<file path="src/rtl/pn_pkg.sv">
// rtl/pn_pkg.sv - shared states, mode/operator codes and sizing defaults for the PN driver
package pn_pkg;

  typedef enum logic [2:0] {
    IDLE,
    SEND,
    WAIT,
    COLLECT,
    DONE
  } pn_state_e;

  localparam logic [1:0] PREFIX_SORT   = 2'd0;
  localparam logic [1:0] POSTFIX_SORT  = 2'd1;
  localparam logic [1:0] PREFIX_STACK  = 2'd2;
  localparam logic [1:0] POSTFIX_STACK = 2'd3;

  localparam logic [2:0] ADD     = 3'd0;
  localparam logic [2:0] SUB     = 3'd1;
  localparam logic [2:0] MUL     = 3'd2;
  localparam logic [2:0] ABS_ADD = 3'd3;

  localparam int MAX_TOK_DEF = 12;
  localparam int MAX_RES_DEF = 4;

  // Sort modes emit one result per operator triple; stack modes emit a single value.
  function automatic logic [2:0] expected_cnt(input logic [1:0] mode, input logic [3:0] len);
    if (mode == PREFIX_STACK || mode == POSTFIX_STACK) begin
      return 3'd1;
    end
    return 3'(len / 4'd3);
  endfunction

endpackage

</file>
<file path="src/rtl/pn_drv_collect.sv">
// rtl/pn_drv_collect.sv - result capture register with saturating count and error flag
module pn_drv_collect
  import pn_pkg::*;
#(
  parameter int MAX_RES = MAX_RES_DEF
) (
  input  logic                  clk,
  input  logic                  rst,
  input  logic                  clr,
  input  logic                  set_err,
  input  logic                  cap,
  input  logic                  chk,
  input  logic [2:0]            exp_cnt,
  input  logic [31:0]           din,
  output logic [32*MAX_RES-1:0] rsp_data,
  output logic [2:0]            rsp_cnt,
  output logic                  rsp_err
);

  // Store each result in the next free slot; extra pulses only raise the error flag.
  always_ff @(posedge clk) begin
    if (rst) begin
      rsp_data <= '0;
      rsp_cnt  <= '0;
      rsp_err  <= 1'b0;
    end else if (clr) begin
      rsp_data <= '0;
      rsp_cnt  <= '0;
      rsp_err  <= set_err;
    end else begin
      if (cap) begin
        if (rsp_cnt < 3'(MAX_RES)) begin
          for (int k = 0; k < MAX_RES; k++) begin
            if (rsp_cnt == 3'(k)) begin
              rsp_data[32*k +: 32] <= din;
            end
          end
          rsp_cnt <= rsp_cnt + 3'd1;
        end else begin
          rsp_err <= 1'b1;
        end
      end
      if (chk && (rsp_cnt != exp_cnt)) begin
        rsp_err <= 1'b1;
      end
    end
  end

endmodule

</file>
<file path="src/rtl/pn_driver.sv">
// rtl/pn_driver.sv - PN evaluator initiator: token serializer, result collector; WAIT timeout under PN_DRV_TIMEOUT_EN
module pn_driver
  import pn_pkg::*;
#(
  parameter int MAX_TOK = MAX_TOK_DEF,
  parameter int MAX_RES = MAX_RES_DEF,
  parameter int TIMEOUT = 64
) (
  input  logic                  clk,
  input  logic                  rst,
  input  logic                  req_valid,
  output logic                  req_ready,
  input  logic [1:0]            req_mode,
  input  logic [3:0]            req_len,
  input  logic [MAX_TOK-1:0]    req_op,
  input  logic [3*MAX_TOK-1:0]  req_val,
  output logic [1:0]            pn_mode,
  output logic                  pn_operator,
  output logic [2:0]            pn_in,
  output logic                  pn_in_valid,
  input  logic                  pn_out_valid,
  input  logic signed [31:0]    pn_out,
  output logic                  rsp_valid,
  input  logic                  rsp_ready,
  output logic [2:0]            rsp_cnt,
  output logic [32*MAX_RES-1:0] rsp_data,
  output logic                  rsp_err,
  output logic                  rsp_timeout,
  output logic                  busy
);

  pn_state_e            state, state_d;
  logic [1:0]           mode_q;
  logic [3:0]           len_q;
  logic [MAX_TOK-1:0]   op_q;
  logic [3*MAX_TOK-1:0] val_q;
  logic [3:0]           idx, idx_d;
  logic                 in_valid_d, op_d;
  logic [1:0]           mode_d;
  logic [2:0]           in_d;
  logic                 sel_op;
  logic [2:0]           sel_val;
  logic                 accept, len_ok, cap, chk, tmo_hit;
  logic [2:0]           exp_cnt;

  assign req_ready = (state == IDLE) && !rst;
  assign accept    = req_valid && req_ready;
  assign len_ok    = (req_len != 4'd0) && (req_len <= 4'(MAX_TOK));
  assign cap       = pn_out_valid && ((state == WAIT) || (state == COLLECT));
  assign chk       = (state == COLLECT) && !pn_out_valid;
  assign exp_cnt   = expected_cnt(mode_q, len_q);

  // Pick the latched token addressed by the serializer index.
  always_comb begin
    sel_op  = 1'b0;
    sel_val = 3'd0;
    for (int i = 0; i < MAX_TOK; i++) begin
      if (idx == 4'(i)) begin
        sel_op  = op_q[i];
        sel_val = val_q[3*i +: 3];
      end
    end
  end

  // Next state and next evaluator-side token; token 0 comes straight from the request.
  always_comb begin
    state_d    = state;
    idx_d      = idx;
    in_valid_d = 1'b0;
    mode_d     = 2'd0;
    op_d       = 1'b0;
    in_d       = 3'd0;
    case (state)
      IDLE: begin
        if (accept) begin
          if (len_ok) begin
            state_d    = SEND;
            idx_d      = 4'd1;
            in_valid_d = 1'b1;
            mode_d     = req_mode;
            op_d       = req_op[0];
            in_d       = req_val[2:0];
          end else begin
            state_d = DONE;
          end
        end
      end
      SEND: begin
        if (idx == len_q) begin
          state_d = WAIT;
        end else begin
          idx_d      = idx + 4'd1;
          in_valid_d = 1'b1;
          mode_d     = mode_q;
          op_d       = sel_op;
          in_d       = sel_val;
        end
      end
      WAIT: begin
        if (pn_out_valid) begin
          state_d = COLLECT;
        end else if (tmo_hit) begin
          state_d = DONE;
        end
      end
      COLLECT: begin
        if (!pn_out_valid) begin
          state_d = DONE;
        end
      end
      DONE: begin
        if (rsp_ready) begin
          state_d = IDLE;
        end
      end
      default: state_d = IDLE;
    endcase
  end

  // State, frame latch and registered evaluator/response outputs.
  always_ff @(posedge clk) begin
    if (rst) begin
      state       <= IDLE;
      idx         <= '0;
      mode_q      <= '0;
      len_q       <= '0;
      op_q        <= '0;
      val_q       <= '0;
      pn_in_valid <= 1'b0;
      pn_mode     <= '0;
      pn_operator <= 1'b0;
      pn_in       <= '0;
      rsp_valid   <= 1'b0;
      busy        <= 1'b0;
    end else begin
      state       <= state_d;
      idx         <= idx_d;
      pn_in_valid <= in_valid_d;
      pn_mode     <= mode_d;
      pn_operator <= op_d;
      pn_in       <= in_d;
      rsp_valid   <= (state_d == DONE);
      busy        <= (state_d != IDLE);
      if (accept) begin
        mode_q <= req_mode;
        len_q  <= req_len;
        op_q   <= req_op;
        val_q  <= req_val;
      end
    end
  end

`ifdef PN_DRV_TIMEOUT_EN
  localparam int TMO_W = $clog2(TIMEOUT + 1);
  logic [TMO_W-1:0] tmo_cnt;
  logic             tmo_q;

  assign tmo_hit     = (state == WAIT) && !pn_out_valid && (tmo_cnt == TMO_W'(TIMEOUT - 1));
  assign rsp_timeout = tmo_q;

  // Count silent WAIT cycles; the flag sticks until the next frame is accepted.
  always_ff @(posedge clk) begin
    if (rst || accept) begin
      tmo_cnt <= '0;
      tmo_q   <= 1'b0;
    end else begin
      if ((state == WAIT) && !pn_out_valid) begin
        tmo_cnt <= tmo_cnt + 1'b1;
      end
      if (tmo_hit) begin
        tmo_q <= 1'b1;
      end
    end
  end
`else
  assign tmo_hit     = 1'b0;
  assign rsp_timeout = 1'b0;
`endif

  pn_drv_collect #(
    .MAX_RES (MAX_RES)
  ) u_collect (
    .clk      (clk),
    .rst      (rst),
    .clr      (accept),
    .set_err  (accept && !len_ok),
    .cap      (cap),
    .chk      (chk),
    .exp_cnt  (exp_cnt),
    .din      (pn_out),
    .rsp_data (rsp_data),
    .rsp_cnt  (rsp_cnt),
    .rsp_err  (rsp_err)
  );

endmodule

</file>
<file path="config.mk">
export PLATFORM = sky130hd
export DESIGN_NAME = pn_driver
export DESIGN_NICKNAME = d
export VERILOG_FILES = /design/src/rtl/pn_pkg.sv /design/src/rtl/pn_drv_collect.sv /design/src/rtl/pn_driver.sv
export SDC_FILE = /design/constraint.sdc
export NUM_CORES = 1
export LEC_CHECK = 0
export CAP_MARGIN = 30
export CORE_MARGIN = 5
export CORE_UTILIZATION = 35
export DETAILED_ROUTE_END_ITERATION = 10
export GPL_TIMING_DRIVEN = 0
export HOLD_SLACK_MARGIN = 0.12
export RECOVER_POWER = 100
export SYNTH_ARGS = -nofsm -noshare
export SYNTH_HDL_FRONTEND = slang
export SYNTH_HIERARCHICAL = 1
export SYNTH_SLANG_ARGS = --single-unit
</file>
<file path="constraint.sdc">
create_clock -name clk -period 2.7 [get_ports clk]
set_clock_uncertainty 0.15 [all_clocks]
set_input_delay 0.27 -clock clk [delete_from_list [all_inputs] [get_ports clk]]
set_output_delay 0.27 -clock clk [all_outputs]
set_load 0.01 [all_outputs]
</file>
==> impl_metrics.env <==
export IMPL_setup_tns_final_ns=0
export IMPL_max_cap_violations=0
export IMPL_final_net_count=1383
export IMPL_worstPathMaxFanout=21
export IMPL_syn_nets=1127
export IMPL_r2r_start="state[1]"
export IMPL_finalSetupViolCount=0
export IMPL_die_h_um=165
export IMPL_initial_core_util_pct=35.7
export IMPL_firstDrtPassIters=4
export IMPL_netlist_area_um2=8440
export IMPL_drcViolationCount=0
export IMPL_maxSlewViolCount=0
export IMPL_async_flop_share_pct=0
export IMPL_cts_path_max_buffers=3
export IMPL_die_area_um2=27300
export IMPL_cts_sinks=202
export IMPL_arrival_ns=2.79
export IMPL_min_delay_path_depth=3
export IMPL_cts_made_buffers=23
export IMPL_clock_root_buffer="clkbuf_16"
export IMPL_power_density_nw_per_um2=583
export IMPL_hold_start="req_val[21]"
export IMPL_p_leak_nw=4.51
export IMPL_ctsHtreeMaxLevel=1
export IMPL_area_growth_pct=39.5
export IMPL_hp_class="input port to flip-flop"
export IMPL_hold_viol_final=0
export IMPL_synth_distinct_cells=55
export IMPL_status="finished clean"
export IMPL_worstMarginPinSlew_ns=0.622
export IMPL_wl_per_cell_um=17.5
export IMPL_core_region_area_um2=23600
export IMPL_whs_endpoint="val_q[21]"
export IMPL_ios=234
export IMPL_ir_drop_v=0.000288
export IMPL_io_buffers=232
export IMPL_reg2reg_depth=9
export IMPL_fin_area_um2=11800
export IMPL_hpwl_um=21300
export IMPL_grt_antenna_before_repair=0
export IMPL_slowest_stage="or3_1"
export IMPL_crit_chain="or3_1, buf_6, nor3b_4, buf_6, or2_1, buf_2, buf_6, buf_4, a21oi_1"
export IMPL_regToRegEndpoint="u_collect/rsp_data[1]"
export IMPL_worst_slack_ns=0.155
export IMPL_fin_crit_sh_pct=94.2
export IMPL_worstSkewPairLatency_ns=0.50
export IMPL_synth_warnings=6
export IMPL_relSlewSlack_pct=58.4
export IMPL_placed_area_um2=11200
export IMPL_syn_area_per_cell_um2=8.23
export IMPL_grt_pass1_wl_um=42800
export IMPL_grt_ovfl_total=0
export IMPL_num_vias=7828
export IMPL_globalplace_congestion=0.878
export IMPL_first_iter_violations=601
export IMPL_fin_crit_ns=2.54
export IMPL_cts_tree="yes"
export IMPL_drive_gt1_share_pct=7.64
export IMPL_endpoint_kind="flip-flop"
export IMPL_die_x_um=165
export IMPL_pre_cts_ws_ns=-1.02
export IMPL_grt_max_degree=22
export IMPL_detail_route_vias_per_cell=4.84
export IMPL_grt_pass1_vias=7484
export IMPL_critical_path_required_ns=2.94
export IMPL_synthCells=1025
export IMPL_clk_pin_slew_worst_paths_ns=0.06
export IMPL_ant_nets=0
export IMPL_ys_seq_area_share_pct=47.9
export IMPL_r2r_slack_ns=0.16
export IMPL_start_kind="flip-flop"
export IMPL_routed_wl_um=28200
export IMPL_crit_path_frequent_cell="buf_6"
export IMPL_final_core_util_pct=49.8
export IMPL_max_stage_delay_ns=0.40
export IMPL_row_count=56
export IMPL_criticalPathCategory="flip-flop to flip-flop"
export IMPL_max_freq_ghz=0.393
export IMPL_rsz0062_at_grt="no"
export IMPL_synth_enable_flop_cells=0
export IMPL_grt_usage_pct=19.9
export IMPL_ys_ff_latch=202
export IMPL_dominantRegCellSynth="dfxtp_1"
export IMPL_cts_hold_fix_buffers=0
## layout make-up
type,instances,area [um2]
timing repair buffer,232,2320
sequential,202,4050
clock inverter,4,48.8
clock buffer,36,664
antenna,1,2.50
tap,319,399
inverter,17,63.8
buffer,75,527
fill,2354,11800
multi-input combinational,730,3700
## logic make-up (layout without fill, tap and decap cells)
group                    count (synthesis)  count (layout)  share of synthesized area (%)
AO/OA/AOI/OAI                          255             255                           18.6
adder cells (fa/ha/maj)                 11              11                           1.63
XOR/XNOR                                11              11                           1.14
AND/OR/NAND/NOR                        451             451                           23.5
buffers and inverters                   93             364                           7.06
other                                    1               2                         0.0444
multiplexers                             1               1                          0.119
flip-flops                             202             202                           47.9
## worst max path at each step
stage                                  endpoint      from  depth (start not counted)
after floorplan               u_collect/rsp_err  len_q[2]                         10
after global placement     u_collect/rsp_cnt[1]       rst                         10
after detailed placement   u_collect/rsp_cnt[0]       rst                         10
after CTS                              pn_in[0]    idx[0]                          8
after global routing      u_collect/rsp_data[6]  state[1]                          9
final                     u_collect/rsp_data[1]  state[1]                          9
## state kept, by name (all words and copies together) (netlist names), 2 cells and up
register and cells:
mode_q 2, u_collect/rsp_data 128, op_q 12, idx 4
len_q 4, u_collect/rsp_cnt 3, val_q 36, pn_in 3
pn_mode 2, state 3
## worst max-delay path: cells and delay by family (launching register included)
family / cells / cell delay (ns)
simple gates: 3 / 0.87
buf+inv: 5 / 0.97
flops: 1 / 0.37
compound gates: 1 / 0.06
## cell usage after synthesis (all sizes together) (4+ instances only)
cell type,number,area (um2)
ha,11,138
xor2,5,43.8
buf,52,442
a22o,4,35.0
o31ai,6,45.0
dfxtp,202,4040
nand2,332,1250
nand2b,61,382
o21ai,59,295
nor2,17,63.8
clkbuf,24,90.1
nand3,4,20.0
inv,17,63.8
xnor2,6,52.6
a21oi,151,891
nor2b,7,43.8
nor3b,4,41.3
and3b,4,35.0
nand3b,9,67.6
## layer usage
layer	GRT usage, %	routed length, um
met5	0	0
met4	5.37	604
met3	4.27	2130
met2	31.9	12700
met1	27.1	12800
## timing repair
action                                  in CTS  in global routing
endpoints found under the hold margin        0                  0
resized for setup                            5                  5
buffers inserted                             0                  0
endpoints found under the setup margin     131                  3
## power by group
group	switching (mW)	leakage (nW)	internal, mW
combinational	0.381	2.52	0.332
clock	1.20	0.349	1.78
sequential	0.0761	1.64	3.09
## metrics by stage
stage,hold slack (ns),instances,total power [mW]
2_1_floorplan,0.199,1025,3.60
3_3_place_gp,0.291,1576,3.95
3_5_place_dp,0.296,1576,3.96
4_1_cts,0.151,1615,6.96
5_1_grt,0.176,1615,7.15
6_report,0.172,1616,6.86
## layout by cell type (no fill, tap or decap), types with 15 or more instances in the layout
master / netlist / final
buf_6: 27 / 26
dfxtp_1: 202 / 201
clkdlybuf4s50_1: 0 / 90
clkbuf_16: 0 / 23
o21ai_0: 59 / 59
dlygate4sd3_1: 0 / 141
buf_2: 20 / 15
a21oi_1: 115 / 142
nand2_1: 332 / 332
nand2b_1: 61 / 61
inv_1: 17 / 17
clkbuf_1: 24 / 30
nor2_1: 17 / 17
Note: power is estimated with default switching activity, not from simulation.
